### src/rtl/vnu_layer.sv
// Layered-decoding variable-node update: q = L - r_old toward the CNU, L_new = q + r_new back to posterior memory.
// Latency CNU_LAT+2 en-cycles from i_in_valid to o_out_valid; one row per en-cycle, bubbles carried through.
// No backpressure: i_en low freezes every register together with the CNU.
module vnu_layer #(
  parameter int D       = 8,
  parameter int RES_W   = 8,
  parameter int EXT_W   = 3,
  parameter int CNU_LAT = 2,
  parameter int ROWS    = 16,
  localparam int DATA_W = RES_W + EXT_W,
  localparam int CNT_W  = (ROWS > 1) ? $clog2(ROWS) : 1
) (
  input  logic                  i_clk,
  input  logic                  i_rst,
  input  logic                  i_en,
  input  logic                  i_in_valid,
  input  logic [D*DATA_W-1:0]   i_l_in,
  input  logic [D*RES_W-1:0]    i_r_old,
  output logic [D*DATA_W-1:0]   o_q_out,
  output logic                  o_q_valid,
  input  logic [D*RES_W-1:0]    i_r_new,
  output logic [D*DATA_W-1:0]   o_l_out,
  output logic                  o_out_valid,
  output logic [CNT_W-1:0]      o_row_idx,
  output logic                  o_layer_done
);

  // Symmetric clamp: the most-negative code is never produced, so the CNU can take abs() safely.
  localparam logic signed [DATA_W:0] SAT_HI   = (DATA_W+1)'((1 << (DATA_W-1)) - 1);
  localparam logic signed [DATA_W:0] SAT_LO   = -SAT_HI;
  localparam logic [CNT_W-1:0]       LAST_ROW = CNT_W'(ROWS - 1);

  function automatic logic signed [DATA_W:0] sext_l(input logic [DATA_W-1:0] x);
    return {x[DATA_W-1], x};
  endfunction

  function automatic logic signed [DATA_W:0] sext_r(input logic [RES_W-1:0] x);
    return {{(EXT_W+1){x[RES_W-1]}}, x};
  endfunction

  function automatic logic [DATA_W-1:0] sat(input logic signed [DATA_W:0] x);
    logic signed [DATA_W:0] y;
    if (x > SAT_HI)      y = SAT_HI;
    else if (x < SAT_LO) y = SAT_LO;
    else                 y = x;
    return y[DATA_W-1:0];
  endfunction

  logic [D*DATA_W-1:0] r_q;
  logic                r_q_vld;
  logic [D*DATA_W-1:0] r_dl_dat [CNU_LAT];
  logic [CNU_LAT-1:0]  r_dl_vld;
  logic [D*DATA_W-1:0] r_l;
  logic                r_out_vld;
  logic [CNT_W-1:0]    r_row;
  logic [CNT_W-1:0]    r_cnt;
  logic                r_ld;

  logic [D*DATA_W-1:0] w_q_nxt;
  logic [D*DATA_W-1:0] w_l_nxt;
  logic [D*DATA_W-1:0] w_tail_dat;
  logic                w_tail_vld;
  logic [CNT_W-1:0]    w_cnt_nxt;

  assign w_tail_dat = r_dl_dat[CNU_LAT-1];
  assign w_tail_vld = r_dl_vld[CNU_LAT-1];
  assign w_cnt_nxt  = (r_cnt == LAST_ROW) ? '0 : r_cnt + CNT_W'(1);

  always_comb begin
    w_q_nxt = '0;
    w_l_nxt = '0;
    for (int i = 0; i < D; i++) begin
      w_q_nxt[i*DATA_W +: DATA_W] = sat(sext_l(i_l_in[i*DATA_W +: DATA_W])
                                        - sext_r(i_r_old[i*RES_W +: RES_W]));
      w_l_nxt[i*DATA_W +: DATA_W] = sat(sext_l(w_tail_dat[i*DATA_W +: DATA_W])
                                        + sext_r(i_r_new[i*RES_W +: RES_W]));
    end
  end

  always_ff @(posedge i_clk) begin
    if (i_rst) begin
      r_q       <= '0;
      r_q_vld   <= 1'b0;
      for (int k = 0; k < CNU_LAT; k++) r_dl_dat[k] <= '0;
      r_dl_vld  <= '0;
      r_l       <= '0;
      r_out_vld <= 1'b0;
      r_row     <= '0;
      r_cnt     <= '0;
      r_ld      <= 1'b0;
    end else if (i_en) begin
      r_q         <= w_q_nxt;
      r_q_vld     <= i_in_valid;
      // The delay line keeps each row's q aligned with the CNU's r_new for that row.
      r_dl_dat[0] <= r_q;
      r_dl_vld[0] <= r_q_vld;
      for (int k = 1; k < CNU_LAT; k++) begin
        r_dl_dat[k] <= r_dl_dat[k-1];
        r_dl_vld[k] <= r_dl_vld[k-1];
      end
      r_out_vld <= w_tail_vld;
      r_ld      <= w_tail_vld && (r_cnt == LAST_ROW);
      if (w_tail_vld) begin
        r_l   <= w_l_nxt;
        r_row <= r_cnt;
        r_cnt <= w_cnt_nxt;
      end
    end
  end

  assign o_q_out      = r_q;
  assign o_q_valid    = r_q_vld;
  assign o_l_out      = r_l;
  assign o_out_valid  = r_out_vld;
  assign o_row_idx    = r_row;
  assign o_layer_done = r_ld;

endmodule

### config.mk
export PLATFORM = sky130hd
export DESIGN_NAME = vnu_layer
export DESIGN_NICKNAME = d
export VERILOG_FILES = /design/src/rtl/vnu_layer.sv
export SDC_FILE = /design/constraint.sdc
export NUM_CORES = 1
export LEC_CHECK = 0
export ABC_AREA = 1
export BUFFER_PORTS_ARGS = -buffer_cell sky130_fd_sc_hd__buf_2
export CORE_MARGIN = 5
export CORE_UTILIZATION = 51
export CTS_CLUSTER_SIZE = 8
export DETAILED_ROUTE_END_ITERATION = 10
export GPL_TIMING_DRIVEN = 0
export MAX_ROUTING_LAYER = met4
export PLACE_DENSITY_LB_ADDON = 0.1
export SLEW_MARGIN = 20
export SYNTH_ARGS = -nofsm -noshare
export SYNTH_HDL_FRONTEND = slang
export SYNTH_SLANG_ARGS = --single-unit
### constraint.sdc
create_clock -name i_clk -period 7.4 [get_ports i_clk]
set_clock_uncertainty 0.05 [all_clocks]
set_input_delay 0.74 -clock i_clk [delete_from_list [all_inputs] [get_ports i_clk]]
set_output_delay 0.74 -clock i_clk [all_outputs]
set_load 0.005 [all_outputs]
======== After elaboration in Yosys (flattened, before gate mapping) ========
Memory sizes are Yosys's and may differ from the RTL's.
Cells that the tools add are included.
word-level totals
  register bits after elaboration ......... 189
  RAM bits ................................ 176
  output and inout port bits .............. 183
  memories ................................ 1
operators by class
  add/sub/neg operators ................... 17
  $lt $le $gt $ge ......................... 32
  eq/ne operators ......................... 1
  mux-type cells .......................... 40
  bitwise logic cells ..................... 2
  reductions and logical operators ........ 2
memories
  memory    depth  width  read ports  clocked after Yosys merged registers in  write ports  RTL line  source
  r_dl_dat  2      88     2           0                                        2            51        logic [D*DATA_W-1:0] r_dl_dat [CNU_LAT];
operators by type and width
  operator                                                          number
  2-to-1 mux 11 bit                                                 32
  greater-than comparator 12 x 11 -> 1 bit (second input constant)  16
  < comparator 12 x 11 -> 1 bit (second input constant)             16
  2-to-1 mux 88 bit                                                 2
  adder 11 x 8 -> 12 bit                                            8
  subtractor 11 x 8 -> 12 bit                                       8
  2-to-1 mux 1 bit                                                  5
  adder 4 x 1 -> 4 bit (second input constant)                      1
  == test 4 bit (second input constant)                             1
  2-to-1 mux 4 bit                                                  1
  OR 1 bit                                                          2
  AND reduction 2 bit                                               1
  logical AND 1 bit                                                 1

======== Depth between registers and ports, before layout ========
An unclocked memory read counts as a cell.
  depth in word-level cells ............... 5
  mapped depth ............................ 19
  depth with buffers taken out ............ 19

======== Least setup slack after synthesis ========
OpenSTA, ideal clock, no wires.
  path type ............................... input to register
  start point ............................. in i_rst
  end point ............................... mem r_dl_dat[0][0] in the netlist's numbering (enable)
  library setup time ...................... 608 ps
  arrival time ............................ 6239 ps
  data required time ...................... 6742 ps
  slack ................................... 502 ps
  stages on the path ...................... 5
  path buffers ............................ 3
  path through ............................ buf_2 > nor2_1 > inv_1 > clkbuf_1 > buf_1
RTL lines
  item         RTL line  source
  from (decl)  14        input logic i_rst,
  to (decl)    51

==> flow_summary.yaml <==
yosys:
  yosys.area_share.simple_pct: 28.5
  ys_top_cells_by_area: "edfxtp_1, dfxtp_1, nand2_1, inv_1, ha_1"
  synthCells: 3314
  ys_types: 43
  yosys_warnings: 0
  synthMuxAreaShare_pct: 0
  synth_xor_area_share_pct: 2.57
  synth_compound_area_share_pct: 9.15
  syn_nets: 3727
  yosys.area_share.adder_pct: 10.6
  syn_avg_cell_area_um2: 7.19
  synth_top_family_by_area: "simple AND/OR/NAND/NOR gates"
  synthesis.area_um2: 23800
  ys_ff_latch: 365
  synth_top_cell_by_area: "edfxtp_1"
  synth-edff-count: 176
  ys_seq_area_share_pct: 38.1
  synth_top_area_share_pct: 22.2
  synthFlopType: "dfxtp_1"
  netlist_top_cells_count: "nand2_1, inv_1, nor2_1"
  async_reset_ff_share_pct: 0
  post-synth-top-count-cell: "nand2_1"
die:
  core_um2: 46400
  initial_utilization_pct: 51.4
  die_x_um: 226
  ios: 403
  num_rows: 79
  die_h_um: 226
  die-area_um2: 51100
finish:
  finalNetCount: 4187
  syn_to_final_growth_pct: 18.3
  post_route_cells_drive_above_1_share_pct: 15.4
  utilization_pct: 60.8
  final_area_um2: 28200
worst_setup_path:
  end_kind: "flop"
  arrival_ns: 3.37
  crit_required_ns: 7.62
  reg2reg_setup_slack_ns: 4.92
  start_kind: "primary input"
  cp_max_fo: 34
  crit_type: "in -> reg"
clocking:
  htreeDepth: 2
  cts_tree: "done"
  clk_latency_ns: 0.58
  cts_resized: 0
  clock_path_buffers: 3
  postCtsSetupBuffers: 0
  clockRootBuffer: "clkbuf_16"
  clock_sinks: 365
  cts_buffers: 51
  path_clk_slew_ns: 0.05
  cts_hold_buf: 0
sta:
  hold_violations: 0
  worst_slew_pin_slew_ns: 1.00
  min_period_ns: 3.15
  fmax_mhz: 317
  slew-limit-headroom_pct: 33.1
  rsz0062_at_grt: "no"
  finalCritPeriodShare_pct: 42.6
  drv_slew: 0
  tns_ns: 0
  setup_ws_ns: 4.25
  setup_violations: 0
flow_run:
  maxCapViolCount: 0
power:
  irDropWorstVdd_uv: 192
  p_switching_mw: 1.84
  combinationalPowerShare_pct: 24.7
  p_leak_nw: 15.2
  p_sw_share_pct: 31.1
  power.total_mw: 5.91
  pwr-share-clk_pct: 35.5
  power.density_nw_per_um2: 210
  p_int_mw: 4.07
  p_seq_share_pct: 39.8
routing:
  wl_per_cell_um: 15.1
  initialDrtViolationCount: 1402
  viasPerCell: 4.96
  num_vias: 22000
  ant_nets: 0
  drc_errors: 0
  wl_mm: 66.9
  dr.pass1.iters: 5
global_routing:
  grt_pass1_vias: 20700
  grt_usage_pct: 26.4
  grt_pass1_wl_mm: 105
  overflow: 0
  grt_max_degree: 37
  antenna_found_initial: 15
place:
  pre_cts_ws_ns: 3.64
  place.gp.congestion: 0.931
  io_buffer_count: 401
  dpl-instance-area_um2: 26700
  hpwl_mm: 54.9
hold_path:
  hp-class: "in -> reg"
run_status:
  status: "finished, final reports clean"
-- state kept, by name, indices dropped and copies added (netlist names) --
signal and count:
o_l_out 88, o_q_valid 1, r_dl_vld 2, r_cnt 4
o_q_out 88, o_layer_done 1, o_row_idx 4, r_dl_dat 176
o_out_valid 1
-- path summary, 6_finish.rpt --
kind,depth (start not counted),from,endpoint
max,10,i_rst,r_dl_dat[0][50]$_SDFFCE_PN0P_
min,3,i_in_valid,o_q_valid$_SDFFE_PP0P_
max reg2reg,13,r_dl_dat[0][121]$_SDFFCE_PN0P_,o_l_out[37]$_SDFFE_PP0P_
min reg2reg,2,o_row_idx[0]$_SDFFE_PP0P_,o_row_idx[0]$_SDFFE_PP0P_
-- layout make-up --
class | count | area, um^2
diodes | 14 | 35.0
inverters | 632 | 2370
fillers | 4410 | 18200
clock inverters | 1 | 8.76
multi-input cells | 2254 | 12100
well taps | 607 | 759
flip-flops and latches | 365 | 9070
plain buffers | 63 | 272
clock buffers | 85 | 1400
repair buffers | 407 | 2140
-- placed cells by master, fill, tap and decap left out, types with 64 or more instances in the layout --
cell type / instances
nor2_1: 331
o21ai_0: 150
nand2_1: 908
a21oi_1: 169
dfxtp_1: 189
nand3_1: 230
buf_2: 429
ha_1: 177
inv_1: 626
edfxtp_1: 176
clkbuf_1: 64
-- routing by layer --
layer	wire length, um	up-vias	GRT usage (%)
met5	0	-	-
met4	2200	0	8.44
met3	5040	129	5.80
met2	31500	559	43.6
met1	28200	9862	32.5
li1	-	11400	-
-- through the flow --
| stage | hold slack (ns) | std cells |
|---|---|---|
| floorplan | 0.379 | 3314 |
| global placement | 0.395 | 4322 |
| detailed placement | 0.400 | 4328 |
| CTS | 0.349 | 4414 |
| global route | 0.381 | 4427 |
| finish | 0.380 | 4428 |
-- power by group through the flow --
stage	logic, mW	registers, mW	clock network (mW)
after global placement	1.43	2.40	0
after CTS	1.47	2.35	2.14
after detailed placement	1.46	2.39	0
final	1.46	2.35	2.10
after global routing	1.68	2.36	2.24
after floorplan	1.01	2.38	0
-- kinds of logic after synthesis --
kind of cell | after synthesis
fa+ha+maj | 193
buf+inv | 695
simple gates | 1611
compound gates | 395
xor+xnor | 55
flops | 365
-- worst max-delay path, stage by stage --
cell and delay, ns:
buf_2 0.32, nor2_1 0.12, inv_1 0.09, clkbuf_1 0.40, buf_2 0.54, buf_16 0.24
buf_12 0.22, buf_12 0.22, buf_12 0.23, buf_16 0.19
No activity file was read; power rests on OpenSTA's default activity.
